## src/rtl/pipe_pkg.sv

```systemverilog
// rtl/pipe_pkg.sv - shared stage state encoding and payload layout for the inter-stage registers
package pipe_pkg;

    typedef enum logic [1:0] {
        EMPTY = 2'b00,
        ONE   = 2'b01,
        FULL  = 2'b10
    } stage_state_e;

    localparam int INSTR_W = 32;
    localparam int PC_W    = 32;
    localparam int EXT_W   = 32;
    localparam int ALU_W   = 32;
    localparam int HI_W    = 32;
    localparam int LO_W    = 32;
    localparam int FLAG_W  = 1;

    // Fields packed LSB-first; instr sits at bit 0 so an all-zero payload decodes as a nop.
    localparam int INSTR_OFF = 0;
    localparam int PC_OFF    = INSTR_OFF + INSTR_W;
    localparam int EXT_OFF   = PC_OFF + PC_W;
    localparam int ALU_OFF   = EXT_OFF + EXT_W;
    localparam int HI_OFF    = ALU_OFF + ALU_W;
    localparam int LO_OFF    = HI_OFF + HI_W;
    localparam int FLAG_OFF  = LO_OFF + LO_W;

    localparam int W_PAYLOAD_W = FLAG_OFF + FLAG_W;

    localparam logic [W_PAYLOAD_W-1:0] BUBBLE_DEFAULT = '0;

endpackage

```

## src/rtl/sat_counter.sv

```systemverilog
// rtl/sat_counter.sv - saturating up-counter, cleared only by reset
module sat_counter #(
    parameter int W = 16
) (
    input  logic         clk,
    input  logic         reset,
    input  logic         inc,
    output logic [W-1:0] count
);

    always_ff @(posedge clk or posedge reset) begin
        if (reset) begin
            count <= '0;
        end else if (inc && (count != {W{1'b1}})) begin
            count <= count + W'(1);
        end
    end

endmodule

```

## src/rtl/pipe_stage_skid.sv

```systemverilog
// rtl/pipe_stage_skid.sv - valid/ready pipeline register with one-entry skid buffer and stall counter
module pipe_stage_skid
    import pipe_pkg::*;
#(
    parameter int                DATA_W = W_PAYLOAD_W,
    parameter int                CNT_W  = 16,
    parameter logic [DATA_W-1:0] BUBBLE = '0
) (
    input  logic              clk,
    input  logic              reset,
    input  logic              flush,
    input  logic              in_valid,
    input  logic [DATA_W-1:0] in_data,
    output logic              in_ready,
    output logic              out_valid,
    output logic [DATA_W-1:0] out_data,
    input  logic              out_ready,
    output logic [1:0]        occupancy,
    output logic [CNT_W-1:0]  stall_cnt
);

    stage_state_e      state;
    logic [DATA_W-1:0] main_q;
    logic [DATA_W-1:0] skid_q;
    logic              acc;
    logic              pop;

    // Handshake outputs come only from registered state, breaking both combinational paths.
    assign in_ready  = (state != FULL);
    assign out_valid = (state != EMPTY);
    assign out_data  = main_q;
    assign acc       = in_valid & in_ready;
    assign pop       = out_valid & out_ready;

    always_comb begin
        occupancy = 2'd0;
        case (state)
            ONE:     occupancy = 2'd1;
            FULL:    occupancy = 2'd2;
            default: occupancy = 2'd0;
        endcase
    end

    always_ff @(posedge clk or posedge reset) begin
        if (reset) begin
            state  <= EMPTY;
            main_q <= BUBBLE;
            skid_q <= BUBBLE;
        end else if (flush) begin
            state  <= EMPTY;
            main_q <= BUBBLE;
            skid_q <= BUBBLE;
        end else begin
            case (state)
                EMPTY: begin
                    if (acc) begin
                        state  <= ONE;
                        main_q <= in_data;
                    end
                end
                ONE: begin
                    if (acc && pop) begin
                        main_q <= in_data;
                    end else if (acc) begin
                        state  <= FULL;
                        skid_q <= in_data;
                    end else if (pop) begin
                        state <= EMPTY;
                    end
                end
                FULL: begin
                    // Skid always holds the younger beat, so it moves up behind the popped one.
                    if (pop) begin
                        state  <= ONE;
                        main_q <= skid_q;
                    end
                end
                default: state <= EMPTY;
            endcase
        end
    end

    sat_counter #(
        .W(CNT_W)
    ) u_stall_cnt (
        .clk  (clk),
        .reset(reset),
        .inc  (out_valid & ~out_ready),
        .count(stall_cnt)
    );

endmodule

```

## config.mk

```make
export PLATFORM = sky130hd
export DESIGN_NAME = pipe_stage_skid
export DESIGN_NICKNAME = d
export VERILOG_FILES = /design/src/rtl/pipe_pkg.sv /design/src/rtl/sat_counter.sv /design/src/rtl/pipe_stage_skid.sv
export SDC_FILE = /design/constraint.sdc
export NUM_CORES = 1
export LEC_CHECK = 0
export CAP_MARGIN = 20
export CELL_PAD_IN_SITES_DETAIL_PLACEMENT = 2
export CELL_PAD_IN_SITES_GLOBAL_PLACEMENT = 2
export CORE_UTILIZATION = 25
export CTS_CLUSTER_SIZE = 14
export DETAILED_ROUTE_END_ITERATION = 7
export GPL_ROUTABILITY_DRIVEN = 0
export PLACE_DENSITY_LB_ADDON = 0.1
export SLEW_MARGIN = 20
export SYNTH_ARGS = -nofsm -noshare
export SYNTH_HDL_FRONTEND = slang
export SYNTH_SLANG_ARGS = --single-unit
```

## constraint.sdc

```tcl
create_clock -name clk -period 19.95 [get_ports clk]
set_input_delay 3.99 -clock clk [delete_from_list [all_inputs] [get_ports clk]]
set_output_delay 3.99 -clock clk [all_outputs]
set_load 0.01 [all_outputs]
```

==> tab_implementation.tex <==
\begin{tabular}{lr}
\hline
Metric & Value \\
\hline
\multicolumn{2}{l}{\textbf{Timing}} \\
Remaining max-slew budget at the tightest pin & 27.9\% \\
Final setup skew & 0.0182 ns \\
Max frequency & 0.130 GHz \\
Setup TNS Final & 0 ns \\
Setup Viol. Count Final & 0 \\
RSZ-0062 raised after global routing & no \\
Final period utilization & 38.5\% \\
Least-Margin Pin Slew & 1.08 ns \\
Final critical-path setup slack & 12.27 ns \\
Final Max Slew Viols & 0 \\
Final critical-path required period & 7.68 ns \\
Number of hold-slack violations in the final timing report & 0 \\
\multicolumn{2}{l}{\textbf{Finish}} \\
Fill cell count & 7532 \\
FF/Latch Area & 10100 µm² \\
Multi-input gate area & 7050 µm² \\
Fin nets & 2325 \\
Area growth from synthesis to layout & 36.2\% \\
Fraction of the core area covered by cells at the end of the flow & 34.5\% \\
Post-route insts no fill & 3108 \\
Fraction of final layout cells sized beyond drive strength 1 & 4.95\% \\
\multicolumn{2}{l}{\textbf{Pwr}} \\
Standby leakage power & 11.0 nW \\
Switching power of the nets & 0.555 mW \\
Clock group share of total power & 42.5\% \\
Flop pwr share & 42.9\% \\
Sw frac & 26.4\% \\
Power density of the placed cells & 86.7 nW/µm² \\
Share of power burned in combinational logic & 14.6\% \\
Maximum vdd drop & 58.2 µV \\
Internal power of the cells & 1.55 mW \\
\multicolumn{2}{l}{\textbf{Worst setup path}} \\
Cells along the critical path & clkdlybuf4s50\_1, mux2\_2, a221oi\_4, buf\_4, buf\_4, buf\_4, nand2\_1, o31ai\_1 \\
Peak fanout along the critical path & 98 \\
Endpoint required time on the critical path & 20.42 ns \\
Master of the slowest instance on the critical path & buf\_4 \\
Kind of start point of the critical path & input pin \\
Cell occurring most often along the worst timing path & buf\_4 \\
Type of destination of the critical path & flop \\
Setup CP Type & in -> reg \\
Maximum cell stage delay along the critical path & 0.96 ns \\
Endpoint arrival time on the critical path & 8.15 ns \\
Worst reg-to-reg setup slack & 15.70 ns \\
WP buf/inv & 4 \\
Family with the most delay on the worst path & buffers and inverters \\
\multicolumn{2}{l}{\textbf{Drt}} \\
Detailed-route via count & 14800 \\
Number of remaining DRC errors & 0 \\
Vias per cell & 4.75 \\
Final antenna-violating net count & 0 \\
Pre-antenna DRT Iters & 4 \\
Drt wl/cell & 20.7 µm \\
Final WL & 64.4 mm \\
Number of DRC markers after the initial detailed-route iteration & 660 \\
\multicolumn{2}{l}{\textbf{Logic synthesis}} \\
Net count after synthesis & 1988 \\
Dominant synthesized flop cell & dfrtp\_1 \\
Sequential cell area fraction in the yosys report & 56.7\% \\
Gate count of the mapped netlist & 1789 \\
Cell with the most instances after synthesis & nand2\_1 \\
Cell type with the largest total area after synthesis & dfrtp\_1 \\
Top post-synthesis cells by area & dfrtp\_1 57\%, nand2\_1 12\%, mux2i\_1 11\% \\
Area fraction of the dominant cell type after synthesis & 56.7\% \\
Syn. warnings & 0 \\
Share of async-settable or async-resettable flops after synthesis & 100\% \\
Avg Cell Area, Syn & 9.96 µm² \\
List of most frequent post-synthesis cells & 584 x nand2\_1, 404 x dfrtp\_1, 198 x a21oi\_1 \\
Post-synthesis register bit count & 404 \\
Netlist area before placement & 17800 µm² \\
Post-synth EDFFs & 0 \\
Library cells used by synthesis & 37 \\
\multicolumn{2}{l}{\textbf{Global routing}} \\
Gr ovfl total & 0 \\
Vias in the first global route & 16200 \\
Global Route Usage Sum & 17.7\% \\
First-pass GRT wire length & 99.2 mm \\
Largest net degree at the start of global routing & 147 \\
Antenna violations before repair & 15 \\
\multicolumn{2}{l}{\textbf{Clocking}} \\
Cells resized by post-CTS repair & 0 \\
Sink count of the clock tree & 404 \\
Number of clock buffers inserted by TritonCTS & 51 \\
Clock-pin slew reported for the worst setup and hold paths after clock tree synthesis & 0.05 ns \\
Clock tree root driver cell & clkbuf\_16 \\
Clock tree from TritonCTS & built \\
Post-CTS setup repair buffer count & 0 \\
CTS hold repair buffers & 0 \\
Number of levels in the clock H-tree & 2 \\
Clock tree buffer depth & 3 \\
Clock insertion delay at the later pin of the skew report & 0.58 ns \\
\multicolumn{2}{l}{\textbf{Placement}} \\
Count of placed standard cells including taps & 3013 \\
Post-Place Setup Slack & 11.60 ns \\
Post-DP HPWL & 40.5 mm \\
Port Buffer Count & 410 \\
\multicolumn{2}{l}{\textbf{Floorplanning}} \\
Die outline height & 269 µm \\
Row count & 97 \\
Starting density of the core & 25.4\% \\
Die boundary width & 269 µm \\
Die area & 72400 µm² \\
Core Area & 70300 µm² \\
I/O pin cnt & 411 \\
\multicolumn{2}{l}{\textbf{Worst hold path}} \\
Min-Delay Path Class & reg -> reg \\
\multicolumn{2}{l}{\textbf{Status}} \\
Status & finished clean \\
\multicolumn{2}{l}{\textbf{Flow run}} \\
Max capacitance violation total & 0 \\
\hline
\end{tabular}
[sequential cells by signal, indices dropped and copies added, names as in the netlist]
register and count:
out_data 193, u_stall_cnt.count 16, state 2, skid_q 193
[metrics by stage]
stage	hold slack, ns	power, mW	cell area (µm²)
after detailed placement	0.466	1.23	22700
after floorplan	0.501	1.05	17800
final	0.471	2.10	24300
after CTS	0.479	2.15	24300
after global placement	0.460	1.22	22700
after global routing	0.497	2.20	24300
[power groups by stage]
| stage | Sequential (mW) | Combinational [mW] | Clock (mW) |
|---|---|---|---|
| 2_1_floorplan | 0.931 | 0.117 | 0 |
| 5_1_grt | 0.910 | 0.336 | 0.957 |
| 3_5_place_dp | 0.918 | 0.315 | 0 |
| 3_3_place_gp | 0.916 | 0.309 | 0 |
| 4_1_cts | 0.904 | 0.316 | 0.930 |
| 6_report | 0.904 | 0.307 | 0.893 |
[layer usage]
layer,vias up,global-route usage (%),part of all wire (%)
li1,6819,-,-
met1,7559,21.6,42
met2,272,29.8,49
met3,99,5.50,6.7
met4,22,5.02,2.1
met5,-,0,0.20
[final timing paths]
path | startpoint | endpoint | depth (start not counted)
min | out_data[79]$_DFFE_PP0P_ | out_data[79]$_DFFE_PP0P_ | 2
max in group asynchronous | reset | skid_q[88]$_DFFE_PP0P_ | 4
max | out_ready | out_data[48]$_DFFE_PP0P_ | 8
max reg2reg | state[1]$_DFFE_PP0P_ | out_data[48]$_DFFE_PP0P_ | 7
min in group asynchronous | reset | u_stall_cnt.count[15]$_DFFE_PP0P_ | 2
min reg2reg | out_data[79]$_DFFE_PP0P_ | out_data[79]$_DFFE_PP0P_ | 2
[cell usage in the layout (no fill, tap or decap), types with 2 or more instances in the layout]
cell             count
a21oi_1            198
and3_1               3
and4_1               2
buf_4               23
clkbuf_1            21
clkbuf_16           53
clkbuf_8            13
clkdlybuf4s50_1    409
clkinv_2             3
dfrtp_1            404
diode_2              5
inv_1                2
mux2_2               4
mux2i_1            193
nand2_1            584
nand3_1              5
nand4_1              9
nor2_1               8
nor3_1               3
nor4_1               3
o21ai_0              2
o31ai_1            193
xnor2_1              3
xor2_1               5
[kinds of logic (layout without fill, tap and decap cells)]
group,Yosys count,count (layout),synth area share (%)
flip-flops,404,404,56.7
adder cells (fa/ha/maj),1,1,0.0702
multiplexers,198,198,11.2
XOR/XNOR,8,8,0.393
AND/OR/NAND/NOR,627,627,13.8
other,0,5,0
buffers and inverters,153,527,3.78
AO/OA/AOI/OAI,398,398,14.1
[area by class of cell]
type	instances	share of cell area, %
Sequential cell	404	41.7
Multi-Input combinational cell	1232	29.0
Timing Repair Buffer	434	17.7
Clock buffer	87	6.53
Tap cell	940	4.85
Inverter	3	0.0773
Clock inverter	3	0.0619
Antenna cell	5	0.0516
[tightest hold or removal path, delay by kind of cell (launching register included)]
family | cells | cell delay (ns)
flops | 1 | 0.34
simple gates | 1 | 0.05
compound gates | 1 | 0.05
Note: power is estimated with default switching activity, not from simulation.
==> RTL change 1: new RTL, config.mk and constraints unchanged <==
Change the package constant `LO_W` from 32 to 36.
--- a/src/rtl/pipe_pkg.sv
+++ b/src/rtl/pipe_pkg.sv
@@ -13,5 +13,5 @@
     localparam int ALU_W   = 32;
     localparam int HI_W    = 32;
-    localparam int LO_W    = 32;
+    localparam int LO_W    = 36;
     localparam int FLAG_W  = 1;
 
Interface: changed (resized in_data and out_data); port bits go from 411 to 419. The function was not compared with the original's and may differ.
==> RTL change 1 against the original RTL <==
Design area increased by 1.8%. Core utilization about the same. Routed wire length increased by 0.93%. Combinational power increased by 2%. Synthesized cell count increased by 1.8%. Setup slack improved by 1.0 ns. Non-clock buffer count increased by 2. Via count increased by 1.2%. First-iteration DRC count decreased by 10%. Total power increased by 2.4%. Register-to-register slack improved by 1.0 ns. Die area increased by 1.7%. Sequential cell count increased by 8. Synthesized area increased by 1.8%. Highest routed layer unchanged.
==> RTL change 1: results (changes against the original RTL) <==
slowest CP cell = buf_12
DR pass1 iterations = 6 (+2)
largest net degree at the start of global routing = 207 (+41%)
hold_sp = out_data[108]
initial antenna violation count = 10 (-5)
# fillers = 7,764 (+3.1%)
number of global-route vias before repair = 16,400 (+1.1%)
Routed met2 length = 32.4 mm (+3.2%)
Seq/Total Area, Yosys = 0.569 (+0.00125)
Root Driver = clkbuf_16
Max Clock Skew = 0.0139 ns (-0.00430 ns)
starting DRC count in detailed routing = 594 (-10%)
Port Buffer Count = 418 (+2.0%)
wire length of the first global-routing pass = 101 mm (+2.3%)
worst-margin pin slew = 1.15 ns (+0.0717 ns)
Placed Area = 23,000 µm² (+1.7%)
Crit Path Max Fanout = 206 (+110%)
outcome = completed
DR WL met3 = 3.12 mm (-28%)
gr usage total = 0.175 (-0.00151)
CTS Buffer Depth = 3 (unchanged)
Static Leak = 11.2 nW (+1.6%)
DPL Wire Length = 40.6 mm (+0.16%)
count of cell types in the netlist = 36 (-2.7%)
top cells by area, synth = dfrtp_1, nand2_1, mux2i_1
most frequent cells after synthesis = nand2_1, dfrtp_1, a21oi_1
Mapped Nets = 2,024 (+1.8%)
met2 Use GR = 0.302 (+0.00335)
GR Util met1 = 0.220 (+0.00416)
vias per inst = 4.74 (-0.22%)
Final nets = 2,360 (+1.5%)
Max stage delay on crit path = 0.62 ns (-0.34 ns)
routed length on met1 = 27.9 mm (+2.7%)
type of the most critical hold path = reg -> reg
Num CTS Buffers = 52 (+2.0%)
crit path DAT = 7.11 ns (-1.04 ns)
maximum VDD drop = 0.0571 mV (-1.9%)
met3 usage = 0.0391 (-0.0159)
layout cells sized above 1 = 0.0464 (-0.00302)
Routed wire per std cell = 20.6 µm (-0.48%)
## RTL change 1: area by class of cell
class                           instances  area share
Antenna cell                            6    0.000608
Clock buffer                           84      0.0625
Clock inverter                          9     0.00385
Inverter                                5     0.00106
Multi-Input combinational cell       1250       0.289
Sequential cell                       412       0.417
Tap cell                              950      0.0481
Timing Repair Buffer                  436       0.177
## RTL change 1: metrics by stage
stage          std cells  utilization  hold WS (ns)  setup slack, ns
2_1_floorplan       1821            -         0.501             4.50
3_3_place_gp        3053        0.322         0.461            12.73
3_5_place_dp        3053        0.322         0.466            12.62
4_1_cts             3146        0.345         0.479            13.20
5_1_grt             3149        0.345         0.502            12.99
6_report            3152        0.345         0.473            13.30
## RTL change 1: worst paths after layout
path | endpoint | slack [ns] | cells after the start
hold reg to reg | out_data[108] | 0.47 | 2
setup reg to reg | out_data[185] | 16.72 | 6
max in group asynchronous | out_data[17] | 13.55 | 4
setup / recovery | out_data[185] | 13.30 | 7
hold / removal | out_data[108] | 0.47 | 2
min in group asynchronous | skid_q[99] | 3.94 | 2
## RTL change 1: power by group
group	leakage [nW]	total (mW)	switching [mW]	internal [mW]
sequential	5.53	0.924	0.0366	0.887
combinational	4.86	0.312	0.163	0.149
clock	0.806	0.918	0.369	0.550
## RTL change 1: cell families (layout without fill, tap and decap cells)
group | Yosys count | count (layout) | synth area share
other | 0 | 6 | 0
adder cells (fa/ha/maj) | 1 | 1 | 0.000690
AO/OA/AOI/OAI | 409 | 409 | 0.142
XOR/XNOR | 10 | 10 | 0.00483
buffers and inverters | 159 | 534 | 0.0386
multiplexers | 200 | 200 | 0.111
flip-flops | 412 | 412 | 0.569
AND/OR/NAND/NOR | 630 | 630 | 0.135
==> RTL change 2: new RTL, config.mk and constraints unchanged <==
Made on the original files. Make the reset (`reset`) synchronous in 2 clocked blocks.
--- a/src/rtl/sat_counter.sv
+++ b/src/rtl/sat_counter.sv
@@ -9,5 +9,5 @@
 );
 
-    always_ff @(posedge clk or posedge reset) begin
+    always_ff @(posedge clk) begin
         if (reset) begin
             count <= '0;
--- a/src/rtl/pipe_stage_skid.sv
+++ b/src/rtl/pipe_stage_skid.sv
@@ -42,5 +42,5 @@
     end
 
-    always_ff @(posedge clk or posedge reset) begin
+    always_ff @(posedge clk) begin
         if (reset) begin
             state  <= EMPTY;
Function: not settled (the Yosys comparison gave no result); the edit may change what the design does.
==> RTL change 2 against the original RTL <==
Design area is 9.0% lower. Total power is 6.0% lower. Sequential share of layout area is 5.0 points lower. Clock skew is 0.0066 ns lower. Count of clock-buffer cells in the layout is 8 lower. Core utilization is 1.2 points higher. Routed wire length is 2.4% lower. Die area is 12% lower. Sequential cell count stayed put. Maximum frequency is 3.9% higher. Setup slack better by 0.29 ns. Synthesized area is 12% lower. Combinational power is 39% lower.
==> RTL change 2: results (changes against the original RTL) <==
mux share of post-synthesis cell area = 0.000640 (-0.111)
Mapped Nets = 2,224 (+12%)
Max Clock Skew = 0.0115 ns (-0.00665 ns)
synthesized-area fraction occupied by adder cells = 0.000800 (+0.0000980)
hold_sp = skid_q[103]
fin crit period = 7.39 ns (-0.291 ns)
post_cts resized = 0 (unchanged)
Slew HR = 0.264 (-0.0154)
pre-CTS WS = 11.93 ns (+0.333 ns)
yosys warns = 0 (unchanged)
gr usage total = 0.195 (+0.0179)
starting DRC count in detailed routing = 494 (-25%)
Critical Path End = skid_q[90]
H-tree levels = 2 (unchanged)
Port Buffer Count = 410 (unchanged)
Hold Worst Slack = 0.455 ns (-0.0165 ns)
Crit path max-delay family = buffers and inverters
top cells by area, synth = dfxtp_1, nand2_1, a311oi_1
layout cells sized above 1 = 0.0474 (-0.00209)
Hold EP = skid_q[103]
R2R cell count = 6 (-1)
maximum VDD drop = 0.0541 mV (-7.0%)
slowest CP cell = and2_4
Synth Area in XOR/XNOR = 0.000560 (-0.00337)
setup bufs post-CTS = 0 (unchanged)
CTS Buffer Depth = 3 (unchanged)
Crit Path Max Fanout = 83 (-15%)
Vias = 15,600 (+5.9%)
largest net degree at the start of global routing = 227 (+54%)
outcome = completed
# fillers = 6,972 (-7.4%)
count of cell types in the netlist = 42 (+14%)
share of flip-flops with an asynchronous set or reset = 0 (-1.00)
dpl cells = 3,111 (+3.3%)
number of global-route vias before repair = 17,100 (+5.1%)
wire length of the first global-routing pass = 97.4 mm (-1.7%)
type of the most critical hold path = reg -> reg
Seq/Total Area, Yosys = 0.517 (-0.0501)
Layout area overhead = 41.2%
compound-gate portion of the synthesized area = 0.185 (+0.0441)
Routed wire per std cell = 19.6 µm (-5.4%)
Max stage delay on crit path = 0.93 ns (-0.03 ns)
DPL Wire Length = 38.9 mm (-4.1%)
most frequent cells after synthesis = nand2_1, dfxtp_1, a21oi_1
Placed Area = 20,300 µm² (-10%)
Root Driver = clkbuf_16
clk slew on worst S/H paths = 0.06 ns
reg2reg start = state[0]
worst skew pair latency = 0.59 ns
Static Leak = 7.61 nW (-31%)
Num CTS Buffers = 50 (-2.0%)
Cells after Synth = 2,025 (+13%)
initial antenna violation count = 14 (-1)
start point of the critical path = out_ready
Total Routed Length = 62.8 mm (-2.4%)
Reg2Reg Setup Slack = 15.96 ns (+0.26 ns)
Final nets = 2,526 (+8.6%)
crit path DAT = 7.90 ns (-0.25 ns)
DR pass1 iterations = 7 (+3)
Synth Flop Type = dfxtp_1
==> RTL change 2: per-layer routing <==
metal	routed length [µm]	GRT usage	share of wire
met1	25900	0.224	0.41
met2	31200	0.342	0.50
met3	3970	0.0566	0.063
met4	1700	0.0656	0.027
met5	98	0	0.0016
==> RTL change 2: power breakdown <==
| group | internal, mW | switching, mW |
|---|---|---|
| Clock | 0.586 | 0.365 |
| Sequential | 0.828 | 0.0126 |
| Combinational | 0.0888 | 0.0972 |
| Total | 1.50 | 0.475 |
==> RTL change 2: layout make-up <==
class | instances | share of cell area
antenna | 6 | 0.000680
clock buffer | 79 | 0.0745
clock inverter | 10 | 0.00453
inverter | 5 | 0.00108
multi-input combinational | 1440 | 0.312
sequential | 404 | 0.366
tap | 837 | 0.0474
timing repair buffer | 426 | 0.193
==> RTL change 2: tightest hold or removal path, delay by kind of cell, from the launching register on <==
family | cells | cell delay (ns)
flip-flops | 1 | 0.31
AND/OR/NAND/NOR | 1 | 0.05
AO/OA/AOI/OAI | 1 | 0.05
